===== src/rtl/core_pkg.sv =====
// Shared core definitions: fetch constants, the IF/ID register layout reused by
// the decode stage, and a word-alignment helper for PC redirects.
package core_pkg;

    localparam logic [31:0] NOP_INSTR  = 32'hE1A0_0000;  // MOV R0,R0
    localparam logic [31:0] RESET_PC   = 32'h0000_0000;
    localparam int          IMEM_WORDS = 64;

    typedef struct packed {
        logic [31:0] instr;
        logic [31:0] pc_plus8;
        logic        valid;
        logic        fault;
    } ifid_t;

    function automatic logic [31:0] word_align(input logic [31:0] addr);
        return {addr[31:2], 2'b00};
    endfunction

endpackage


===== src/rtl/pc_reg.sv =====
// Program counter: next-PC select (redirects over stall over increment) and the
// PC flop. The output is a pure register, with no input-to-output path.
module pc_reg #(
    parameter logic [31:0] RESET_PC = core_pkg::RESET_PC
) (
    input  logic        clk,
    input  logic        reset,
    input  logic        i_stall,
    input  logic        i_br_taken,
    input  logic [31:0] i_br_target,
    input  logic        i_pc_wr,
    input  logic [31:0] i_pc_wr_val,
    output logic [31:0] o_pc
);
    import core_pkg::*;

    logic [31:0] r_pc;

    // A redirect beats StallF so a taken branch survives a load-use stall.
    always_ff @(posedge clk) begin
        if (reset) begin
            r_pc <= RESET_PC;
        end else if (i_br_taken) begin
            r_pc <= word_align(i_br_target);
        end else if (i_pc_wr) begin
            r_pc <= word_align(i_pc_wr_val);
        end else if (!i_stall) begin
            r_pc <= r_pc + 32'd4;
        end
    end

    assign o_pc = r_pc;

endmodule


===== src/rtl/fetch_stage.sv =====
// IF stage: owns the PC, captures imem data into the IF/ID register, flags
// out-of-range fetches and counts instructions accepted into Decode.
module fetch_stage #(
    parameter logic [31:0] RESET_PC   = core_pkg::RESET_PC,
    parameter int          IMEM_WORDS = core_pkg::IMEM_WORDS,
    parameter logic [31:0] NOP_INSTR  = core_pkg::NOP_INSTR
) (
    input  logic        clk,
    input  logic        reset,
    input  logic        StallF,
    input  logic        StallD,
    input  logic        FlushD,
    input  logic        BranchTakenE,
    input  logic [31:0] BranchTargetE,
    input  logic        PCSrcW,
    input  logic [31:0] ResultW,
    output logic [31:0] PCF,
    input  logic [31:0] InstrF,
    output logic [31:0] InstrD,
    output logic [31:0] PCPlus8D,
    output logic        ValidD,
    output logic        FaultD,
    output logic [31:0] FetchCount
);
    import core_pkg::*;

    localparam logic [31:0] IMEM_LIMIT = 32'(IMEM_WORDS);

    ifid_t       r_ifid;
    logic [31:0] r_fetch_cnt;
    logic [31:0] w_pc;
    logic [31:0] w_pc_plus8;
    logic        w_oor;

    pc_reg #(
        .RESET_PC (RESET_PC)
    ) u_pc_reg (
        .clk         (clk),
        .reset       (reset),
        .i_stall     (StallF),
        .i_br_taken  (BranchTakenE),
        .i_br_target (BranchTargetE),
        .i_pc_wr     (PCSrcW),
        .i_pc_wr_val (ResultW),
        .o_pc        (w_pc)
    );

    assign w_pc_plus8 = w_pc + 32'd8;
    assign w_oor      = {2'b00, w_pc[31:2]} >= IMEM_LIMIT;

    // IF/ID register: flush over stall over load; imem data is ignored out of range.
    always_ff @(posedge clk) begin
        if (reset) begin
            r_ifid      <= '{instr: NOP_INSTR, pc_plus8: RESET_PC + 32'd8, valid: 1'b0, fault: 1'b0};
            r_fetch_cnt <= '0;
        end else if (FlushD) begin
            r_ifid <= '{instr: NOP_INSTR, pc_plus8: w_pc_plus8, valid: 1'b0, fault: 1'b0};
        end else if (!StallD) begin
            if (w_oor) begin
                r_ifid <= '{instr: NOP_INSTR, pc_plus8: w_pc_plus8, valid: 1'b0, fault: 1'b1};
            end else begin
                r_ifid      <= '{instr: InstrF, pc_plus8: w_pc_plus8, valid: 1'b1, fault: 1'b0};
                r_fetch_cnt <= r_fetch_cnt + 32'd1;
            end
        end
    end

    assign PCF        = w_pc;
    assign InstrD     = r_ifid.instr;
    assign PCPlus8D   = r_ifid.pc_plus8;
    assign ValidD     = r_ifid.valid;
    assign FaultD     = r_ifid.fault;
    assign FetchCount = r_fetch_cnt;

endmodule

===== config.mk =====
export PLATFORM = sky130hd
export DESIGN_NAME = fetch_stage
export DESIGN_NICKNAME = d
export VERILOG_FILES = /design/src/rtl/core_pkg.sv /design/src/rtl/pc_reg.sv /design/src/rtl/fetch_stage.sv
export SDC_FILE = /design/constraint.sdc
export NUM_CORES = 1
export LEC_CHECK = 0
export BUFFER_PORTS_ARGS = -buffer_cell sky130_fd_sc_hd__buf_4
export CAP_MARGIN = 20
export CORE_MARGIN = 5
export CORE_UTILIZATION = 50
export DETAILED_ROUTE_END_ITERATION = 8
export GPL_TIMING_DRIVEN = 0
export PLACE_DENSITY = 0.79
export SYNTH_ARGS = -nofsm -noshare
export SYNTH_HDL_FRONTEND = slang
export SYNTH_SLANG_ARGS = --single-unit
export TNS_END_PERCENT = 10

===== constraint.sdc =====
create_clock -name clk -period 3.5 [get_ports clk]
set_clock_uncertainty 0.2 [all_clocks]
set_input_delay 0.875 -clock clk [delete_from_list [all_inputs] [get_ports clk]]
set_output_delay 0.875 -clock clk [all_outputs]
set_load 0.02 [all_outputs]

==> impl_metrics.yaml <==
detailed_routing:
  viasPerCell: 5.89
  antenna_left: 0
  wire_per_inst_um: 18.5
  vias: 7275
  first_pass_iters: 5
  routed_wl_um: 22900
  drc: 0
  first_iter_violations: 791
global_routing:
  grt_overflow: 0
  grt_pass1_vias: 6759
  grt-busiest-layer: "met2"
  grt_use_total_pct: 29.3
  grt_pass1_wl_um: 35100
  met2_usage_pct: 48.1
  grt_max_degree: 17
  grt_use_met1_pct: 37.2
  gr-usage-met3_pct: 7.90
  antenna_found_initial: 0
setup_path:
  path_delay_family: "simple AND/OR/NAND/NOR gates"
  timing.rr.end: "FetchCount[27]"
  worst-path-max-fanout: 10
  path_class: "flip-flop to flip-flop"
  cp_slowest_stage_delay_ns: 0.56
  crit_slowest_cell: "nor4_1"
  arrival_ns: 3.20
  cp-start-kind: "flip-flop"
  r2r_cells: 8
  crit_chain: "clkbuf_1, nor4_1, nand2_1, or3_4, buf_6, clkbuf_1, o31ai_1, a21oi_1"
  crit_top_cell: "clkbuf_1"
  crit_buf_inv: 3
  end_kind: "flip-flop"
  r2r-start: "u_pc_reg.o_pc[15]"
  reg2reg_slack_ns: 0.37
  required_ns: 3.57
clocking:
  clockRootBuffer: "clkbuf_16"
  hold_buffers: 0
  postCtsSetupBuffers: 0
  path_clk_slew_ns: 0.06
  clkLatencyLatePin_ns: 0.42
  cts_tree: "yes"
  htreeDepth: 4
  clock_sinks: 126
  clockBufferDepth: 2
  cts_resized: 0
  cts_buffers: 17
floorplanning:
  dieWidth_um: 124
  die_h_um: 124
  initial_core_util_pct: 51.0
  io_pins: 233
  rows: 41
  die_area_um2: 15300
  core_um2: 12700
min_path:
  hold_path_depth: 2
  hp-class: "flip-flop to flip-flop"
  hold_start: "ValidD"
  min_to: "ValidD"
sta:
  period_share_pct: 89.4
  drv_slew: 0
  hold_viol: 0
  rsz0062_at_grt: "no"
  setup_tns_ns: 0
  timing.slew.headroom_pct: 30.7
  fmax_ghz: 0.320
  tightest_slew_ns: 1.03
  setup_viol: 0
  min_period_ns: 3.13
placement:
  post_dp_cell_area_um2: 8360
  routabilityCongestion: 0.975
  port_buffers: 222
  place.detailed.hpwl_um: 17100
cells_and_area:
  diodes: 0
  syn2layout_area_growth_pct: 39.2
  final_cell_mix: "buf_4, dfxtp_1, nor2_1"
  final_common_cell: "buf_4"
  drive_above_1_share_pct: 26.5
  finish.instance_area_um2: 9000
  nets: 1158
logic_synthesis:
  synthCells: 806
  synthesis.area_um2: 6460
  ys_seq_elements: 126
  ys_types: 60
  yosysSeqAreaShare_pct: 39.0
  synth_warnings: 0
  synth_top_area_share_pct: 39.0
  ys_top_cells_by_area: "dfxtp_1, nor2_1, a21oi_1"
  synth_top_cell_by_area: "dfxtp_1"
  synth_edf_count: 0
  async_reset_ff_share_pct: 0
  synth_area_per_cell_um2: 8.02
  ys.flop_type: "dfxtp_1"
power:
  power_density_nw_per_um2: 449
  vdd_drop_max_mv: 0.344
  leakage_nw: 3.53
flow_run:
  drv_cap: 0
status:
  status: "finished clean"
synthesized netlist by cell type, types with 5 or more instances:
| master | n |
|---|---|
| a211oi_1 | 25 |
| a21oi_1 | 55 |
| a22oi_1 | 32 |
| a311oi_1 | 5 |
| and3_1 | 6 |
| and4_1 | 5 |
| buf_2 | 6 |
| buf_4 | 5 |
| clkbuf_1 | 52 |
| dfxtp_1 | 126 |
| inv_1 | 20 |
| mux2i_1 | 8 |
| nand2_1 | 64 |
| nand3_1 | 25 |
| nand4_1 | 25 |
| nor2_1 | 86 |
| nor2b_1 | 12 |
| nor3_1 | 15 |
| nor4_1 | 18 |
| o21a_1 | 6 |
| o21ai_0 | 52 |
| o22ai_1 | 6 |
| o31ai_1 | 10 |
| or2_2 | 5 |
| or3_1 | 17 |
| or4_1 | 16 |
| xnor2_1 | 22 |
| xor2_1 | 18 |
tightest hold or removal path: stages, from the launching register on:
cell and delay [ns]:
dfxtp_1 0.31, nand2_1 0.06, a21oi_1 0.06
state kept, by name, summed over array words and instances (netlist names):
signal,cells
FetchCount,32
u_pc_reg.o_pc,30
FaultD,1
PCPlus8D,30
ValidD,1
InstrD,32
kinds of logic after synthesis:
family / synth area share [%]
buffers and inverters: 5.86
DFF: 39.0
muxes: 1.76
xor gates and xnor gates: 5.42
AOI/OAI and AO/OA: 21.7
and+or+nand+nor: 25.4
adders and majority gates: 0.774
other: 0.0580
final cells by class:
type / count / area, um2
inverters: 21 / 78.8
plain buffers: 69 / 300
clock inverters: 11 / 189
clock buffers: 21 / 450
fillers: 1109 / 3670
multi-input cells: 593 / 3570
flip-flops and latches: 126 / 2520
well taps: 172 / 215
repair buffers: 223 / 1670
worst max-delay path by stage:
stage,from,endpoint,slack (ns),cells after the start
after detailed placement,StallD,FetchCount[27],0.16,8
final,u_pc_reg.o_pc[15],FetchCount[27],0.37,8
after CTS,u_pc_reg.o_pc[15],FetchCount[27],0.47,8
after global placement,StallD,FetchCount[29],0.21,8
after global routing,u_pc_reg.o_pc[15],FetchCount[27],0.19,8
after floorplan,StallD,FetchCount[25],0.61,6
report_power, final:
part / switching (mW) / internal, mW / leakage, nW
clock: 0.664 / 1.28 / 0.307
combinational: 0.336 / 0.238 / 2.19
sequential: 0.0420 / 1.49 / 1.03
layer usage:
| layer | up-vias | routed length (um) |
|---|---|---|
| met5 | - | 0 |
| met1 | 3395 | 9130 |
| met4 | 0 | 607 |
| met3 | 55 | 2160 |
| li1 | 3437 | - |
| met2 | 388 | 11000 |
through the flow:
| stage | power [mW] | hold slack, ns | std cells | util, % | setup WS, ns |
|---|---|---|---|---|---|
| global placement | 2.11 | 0.254 | 1203 | 66.0 | 0.214 |
| finish | 4.04 | 0.275 | 1236 | 71.0 | 0.372 |
| CTS | 4.04 | 0.278 | 1236 | 71.0 | 0.468 |
| floorplan | 1.86 | 0.345 | 809 | - | 0.607 |
| global route | 4.17 | 0.303 | 1236 | 71.0 | 0.187 |
| detailed placement | 2.12 | 0.266 | 1204 | 66.0 | 0.156 |
Power figures use the tool's default switching activity.
